File: src/rtl/calc_serial_pkg.sv
// Shared types for the calculator result serialiser.
// Frame state encoding and idle line level.
package calc_serial_pkg;

    typedef enum logic [2:0] {
        TX_IDLE,
        TX_START,
        TX_DATA,
        TX_PARITY,
        TX_STOP
    } tx_state_t;

    localparam logic TX_IDLE_LEVEL = 1'b1;

endpackage

File: src/rtl/serial_result_tx_rise_detect.sv
// Rising-edge detector for a slow clock sampled in the Clk domain.
// Shared by the divider consumers.
module rise_detect (
    input  logic Clk,
    input  logic Reset,
    input  logic In,
    output logic Pulse
);

    logic prev_q;

    always_ff @(posedge Clk) begin
        if (!Reset) begin
            prev_q <= 1'b0;
        end else begin
            prev_q <= In;
        end
    end

    assign Pulse = In & ~prev_q;

endmodule

File: src/rtl/serial_result_tx.sv
// UART-style serialiser for one calculator result word.
// One bit period per DivClk period; divider enabled only mid-frame.
module serial_result_tx
    import calc_serial_pkg::*;
#(
    parameter int WIDTH     = 8,
    parameter int PARITY_EN = 1,
    parameter int STOP_BITS = 1
) (
    input  logic             Clk,
    input  logic             Reset,
    input  logic             DivClk,
    input  logic [WIDTH-1:0] Din,
    input  logic             Valid,
    output logic             Ready,
    output logic             DivEnable,
    output logic             TxOut,
    output logic             Busy,
    output logic             Done
);

    localparam int CW = $clog2(WIDTH) + 1;
    localparam logic [CW-1:0] LAST_BIT  = CW'(WIDTH - 1);
    localparam logic [CW-1:0] LAST_STOP = CW'(STOP_BITS - 1);

    tx_state_t        state_q;
    logic [WIDTH-1:0] shift_q;
    logic [WIDTH-1:0] shift_nxt;
    logic [CW-1:0]    bitcnt_q;
    logic [CW-1:0]    stopcnt_q;
    logic             par_q;
    logic             tx_q;
    logic             ready_q;
    logic             busy_q;
    logic             done_q;
    logic             den_q;
    logic             tick;

    rise_detect u_rise (
        .Clk   (Clk),
        .Reset (Reset),
        .In    (DivClk),
        .Pulse (tick)
    );

    assign shift_nxt = shift_q >> 1;

    always_ff @(posedge Clk) begin
        if (!Reset) begin
            state_q   <= TX_IDLE;
            shift_q   <= '0;
            bitcnt_q  <= '0;
            stopcnt_q <= '0;
            par_q     <= 1'b0;
            tx_q      <= TX_IDLE_LEVEL;
            ready_q   <= 1'b1;
            busy_q    <= 1'b0;
            done_q    <= 1'b0;
            den_q     <= 1'b0;
        end else begin
            done_q <= 1'b0;
            unique case (state_q)
                TX_IDLE: begin
                    if (Valid && ready_q) begin
                        state_q <= TX_START;
                        shift_q <= Din;
                        par_q   <= ^Din;
                        tx_q    <= 1'b0;
                        busy_q  <= 1'b1;
                        den_q   <= 1'b1;
                        ready_q <= 1'b0;
                    end
                end
                TX_START: begin
                    if (tick) begin
                        state_q  <= TX_DATA;
                        tx_q     <= shift_q[0];
                        bitcnt_q <= '0;
                    end
                end
                TX_DATA: begin
                    if (tick) begin
                        if (bitcnt_q == LAST_BIT) begin
                            if (PARITY_EN != 0) begin
                                state_q <= TX_PARITY;
                                tx_q    <= par_q;
                            end else begin
                                state_q   <= TX_STOP;
                                tx_q      <= TX_IDLE_LEVEL;
                                stopcnt_q <= '0;
                            end
                        end else begin
                            bitcnt_q <= bitcnt_q + 1'b1;
                            shift_q  <= shift_nxt;
                            tx_q     <= shift_nxt[0];
                        end
                    end
                end
                TX_PARITY: begin
                    if (tick) begin
                        state_q   <= TX_STOP;
                        tx_q      <= TX_IDLE_LEVEL;
                        stopcnt_q <= '0;
                    end
                end
                TX_STOP: begin
                    if (tick) begin
                        if (stopcnt_q == LAST_STOP) begin
                            state_q <= TX_IDLE;
                            done_q  <= 1'b1;
                            den_q   <= 1'b0;
                            busy_q  <= 1'b0;
                            ready_q <= 1'b1;
                        end else begin
                            stopcnt_q <= stopcnt_q + 1'b1;
                        end
                    end
                end
                default: begin
                    state_q <= TX_IDLE;
                    tx_q    <= TX_IDLE_LEVEL;
                    ready_q <= 1'b1;
                    busy_q  <= 1'b0;
                    den_q   <= 1'b0;
                end
            endcase
        end
    end

    assign Ready     = ready_q;
    assign DivEnable = den_q;
    assign TxOut     = tx_q;
    assign Busy      = busy_q;
    assign Done      = done_q;

endmodule

File: config.mk
export PLATFORM = sky130hd
export DESIGN_NAME = serial_result_tx
export DESIGN_NICKNAME = d
export VERILOG_FILES = /design/src/rtl/calc_serial_pkg.sv /design/src/rtl/serial_result_tx_rise_detect.sv /design/src/rtl/serial_result_tx.sv
export SDC_FILE = /design/constraint.sdc
export NUM_CORES = 1
export LEC_CHECK = 0
export CORE_MARGIN = 1.5
export CORE_UTILIZATION = 46
export CTS_CLUSTER_SIZE = 24
export DETAILED_ROUTE_END_ITERATION = 8
export PLACE_DENSITY = 0.65
export SYNTH_ARGS = -nofsm -noshare
export SYNTH_HDL_FRONTEND = slang
export SYNTH_SLANG_ARGS = --single-unit
export TNS_END_PERCENT = 30
File: constraint.sdc
create_clock -name Clk -period 2.1 [get_ports Clk]
set_clock_uncertainty 0.1 [all_clocks]
set_input_delay 0.42 -clock Clk [delete_from_list [all_inputs] [get_ports Clk]]
set_output_delay 0.42 -clock Clk [all_outputs]
set_load 0.005 [all_outputs]
==> results by group <==
Flow run
  – Max cap viols: 0

GRT
  – Tot GR Track Use: 19.5%
  – Largest net degree at the start of global routing: 17
  – First-pass GRT wire length: 5.31 mm
  – Vias in the first global route: 1208
  – Global route overflow: 0
  – Antenna violations before repair: 0

Floorplanning
  – # rows: 20
  – Initial Util: 47.9%
  – Area of the core: 3000 sq um
  – Die height: 58.9 um
  – Die Wd: 58.9 um
  – Num ports: 17
  – Die area: 3470 sq um

Logic synthesis
  – Post-Syn Area: 1440 sq um
  – Post-synth top cells: dfxtp_1, a21oi_1, o21ai_0
  – Prevailing post-synth register cell: dfxtp_1
  – Synth area leader: dfxtp_1
  – YS warnings: 0
  – Post-synth EDFFs: 0
  – Cells after Synth: 164
  – Avg Inst Size Synth: 8.77 sq um
  – Mapped Nets: 179
  – #FFs+latches synth: 25
  – Synth top area share: 34.8%
  – Async set-or-reset flop fraction in the synthesized netlist: 0%
  – Sequential share of the synthesized area: 34.8%
  – Post-synth cell types: 46
  – Top-count cell post-synth: dfxtp_1
  – Synth top area cells: dfxtp_1, a21oi_1, mux2i_1, xnor2_1, or3_1

Min path
  – HP Start: bitcnt_q[3]
  – Worst hold path type: reg2reg
  – Worst hold path depth: 2
  – Worst Hold Path EP: bitcnt_q[3]

Layout
  – Final instance area: 1670 sq um
  – Antenna fix cells: 0
  – Synthesis-to-finish area growth: 16.1%
  – Share of layout cells above drive strength 1: 10.4%
  – Filler cells: 294
  – Non-filler cells, final: 215
  – Layout Nets: 198

Placed design
  – Buffers on Ports: 16
  – Dpl ws: -0.0449 ns
  – Dpl hpwl: 2.26 mm
  – GP Congestion: 0.805
  – Dpl cell area: 1640 sq um
  – Placed Cells: 211

Detailed routing
  – TritonRoute pass-1 iters: 4
  – Routed via count: 1249
  – DRT iter0 DRCs: 46
  – Remaining antenna violation count: 0
  – Number of vias per cell: 5.81
  – DRC errors left: 0
  – Avg WL per Cell: 13.9 um
  – Final WL: 2.99 mm

Power
  – Sequential power share: 42.6%
  – Combinational Power Share: 42.9%
  – Switching Fraction: 36.3%
  – VDD IR max: 0.627 mV
  – Power Internal: 960 uW
  – Pleak: 0.000598 uW
  – Sw power: 546 uW
  – PwrDens: 902 nW/um^2
  – Clk pwr share: 14.6%

Setup path
  – RR Endpoint: shift_q[5]
  – R2R cell count: 6
  – Endpoint class of the critical path: register
  – Worst-path cell chain: ha_1 -> nand3b_1 -> a31oi_2 -> buf_4 -> o21ai_0 -> a21oi_1
  – Worst path required time: 2.26 ns
  – Crit-path max cell delay: 0.55 ns
  – Worst setup SP type: register
  – CP max stage cell: a31oi_2
  – Critical path class: reg2reg
  – Cell family with most CP delay: compound AO/OA/AOI/OAI gates
  – CP Max Fanout: 14
  – FF-to-FF setup slack: 0.21 ns
  – Worst R2R Start: bitcnt_q[0]
  – Worst path bufs/invs: 1
  – Worst path arrival time: 2.05 ns

STA
  – Least-Margin Pin Slew: 0.580 ns
  – RSZ-0062 raised after global routing: no
  – Min Hold Slack: 0.381 ns
  – Min Tclk post-route: 1.89 ns
  – Final Slew Violations: 0
  – Worst Setup Slack, final: 0.210 ns
  – Setup total negative slack: 0 ns
  – Final hold vios: 0
  – Rel. slew slack: 61.2%
  – Crit share post-route: 90.0%
  – Endpoints failing setup: 0
  – Max Fclk: 529 MHz

CTS
  – Total setup buffers inserted after CTS: 0
  – Clock sink count: 25
  – Worst-path clk slew: 0.14 ns
  – H-tree levels: 1
  – Clock Path Buffers: 2
  – Post-CTS Hold Buffers: 0
  – Clk_lat worst skew: 0.31 ns
  – Root Driver: clkbuf_4
  – CTS buffer count: 3
  – Cts repair resizes: 0
  – CTS tree: built

Status
  – Status: complete, no violations
[state kept, by name, indices dropped and copies added (netlist names)]
signal,count
shift_q,8
Done,1
state_q,3
stopcnt_q,4
par_q,1
DivEnable,1
u_rise.prev_q,1
Ready,1
bitcnt_q,4
TxOut,1
[power by group through the flow]
stage,registers [uW],logic (uW),clock network [uW]
global placement,646,634,0
global route,655,719,246
CTS,640,647,224
finish,641,645,219
floorplan,613,505,0
detailed placement,649,644,0
[worst max path at each step]
stage / slack [ns] / start / cells past startpoint / end
after floorplan: 0.41 / stopcnt_q[0] / 6 / state_q[1]
after global placement: -0.03 / DivClk / 6 / state_q[1]
after detailed placement: -0.04 / DivClk / 5 / shift_q[6]
after CTS: 0.21 / bitcnt_q[0] / 6 / shift_q[6]
after global routing: 0.05 / bitcnt_q[0] / 6 / shift_q[6]
final: 0.21 / bitcnt_q[0] / 6 / shift_q[5]
[kinds of logic after synthesis]
family / Yosys count / synth area share [%]
mux: 9 / 6.35
compound gates: 52 / 22.6
buf+inv: 15 / 5.74
xor+xnor: 7 / 4.26
flops: 25 / 34.8
fa+ha+maj: 3 / 2.61
simple gates: 53 / 23.6
[cells in the final DEF, fill, tap and decap left out, types with 2 or more instances in the layout]
cell / count
mux2i_1: 8
o41ai_1: 2
clkdlybuf4s50_1: 16
nand2_1: 9
nor4_1: 2
nand3_1: 3
ha_1: 3
or4_1: 2
o21ai_0: 11
nand2b_1: 2
and3b_1: 2
nor3b_1: 2
o21ai_1: 5
inv_1: 2
xnor2_1: 7
o31ai_1: 2
o221a_1: 2
or3b_1: 2
nor2_1: 5
clkbuf_4: 3
buf_4: 10
or3_1: 9
dfxtp_1: 25
a21o_1: 2
and2_1: 4
a21oi_1: 19
nand4b_1: 2
nor2b_1: 2
and2b_1: 2
[worst min-delay path: cells and delay by family (launching register included)]
| family | cells | cell delay (ns) |
|---|---|---|
| AOI/OAI and AO/OA | 2 | 0.11 |
| DFF | 1 | 0.34 |
[layer usage]
layer | vias up | track usage (%) | part of all wire [%]
li1 | 637 | - | -
met1 | 597 | 23.8 | 47
met2 | 13 | 35.7 | 49
met3 | 2 | 3.96 | 2.6
met4 | 0 | 2.92 | 0.70
met5 | - | 0 | 0
[through the flow]
step	total power [uW]	utilization (%)
detailed placement	1290	54.7
global route	1620	55.6
floorplan	1120	-
CTS	1510	55.6
global placement	1280	54.7
finish	1510	55.6
[cell type report]
| type | count | area [sq um] | area share, % |
|---|---|---|---|
| multi-input combinational | 124 | 855 | 51.2 |
| sequential | 25 | 500 | 30.0 |
| timing repair buffer | 26 | 235 | 14.1 |
| tap | 33 | 41.3 | 2.47 |
| clock buffer | 4 | 26.3 | 1.57 |
| inverter | 3 | 11.3 | 0.675 |
Power figures use the tool's default switching activity.
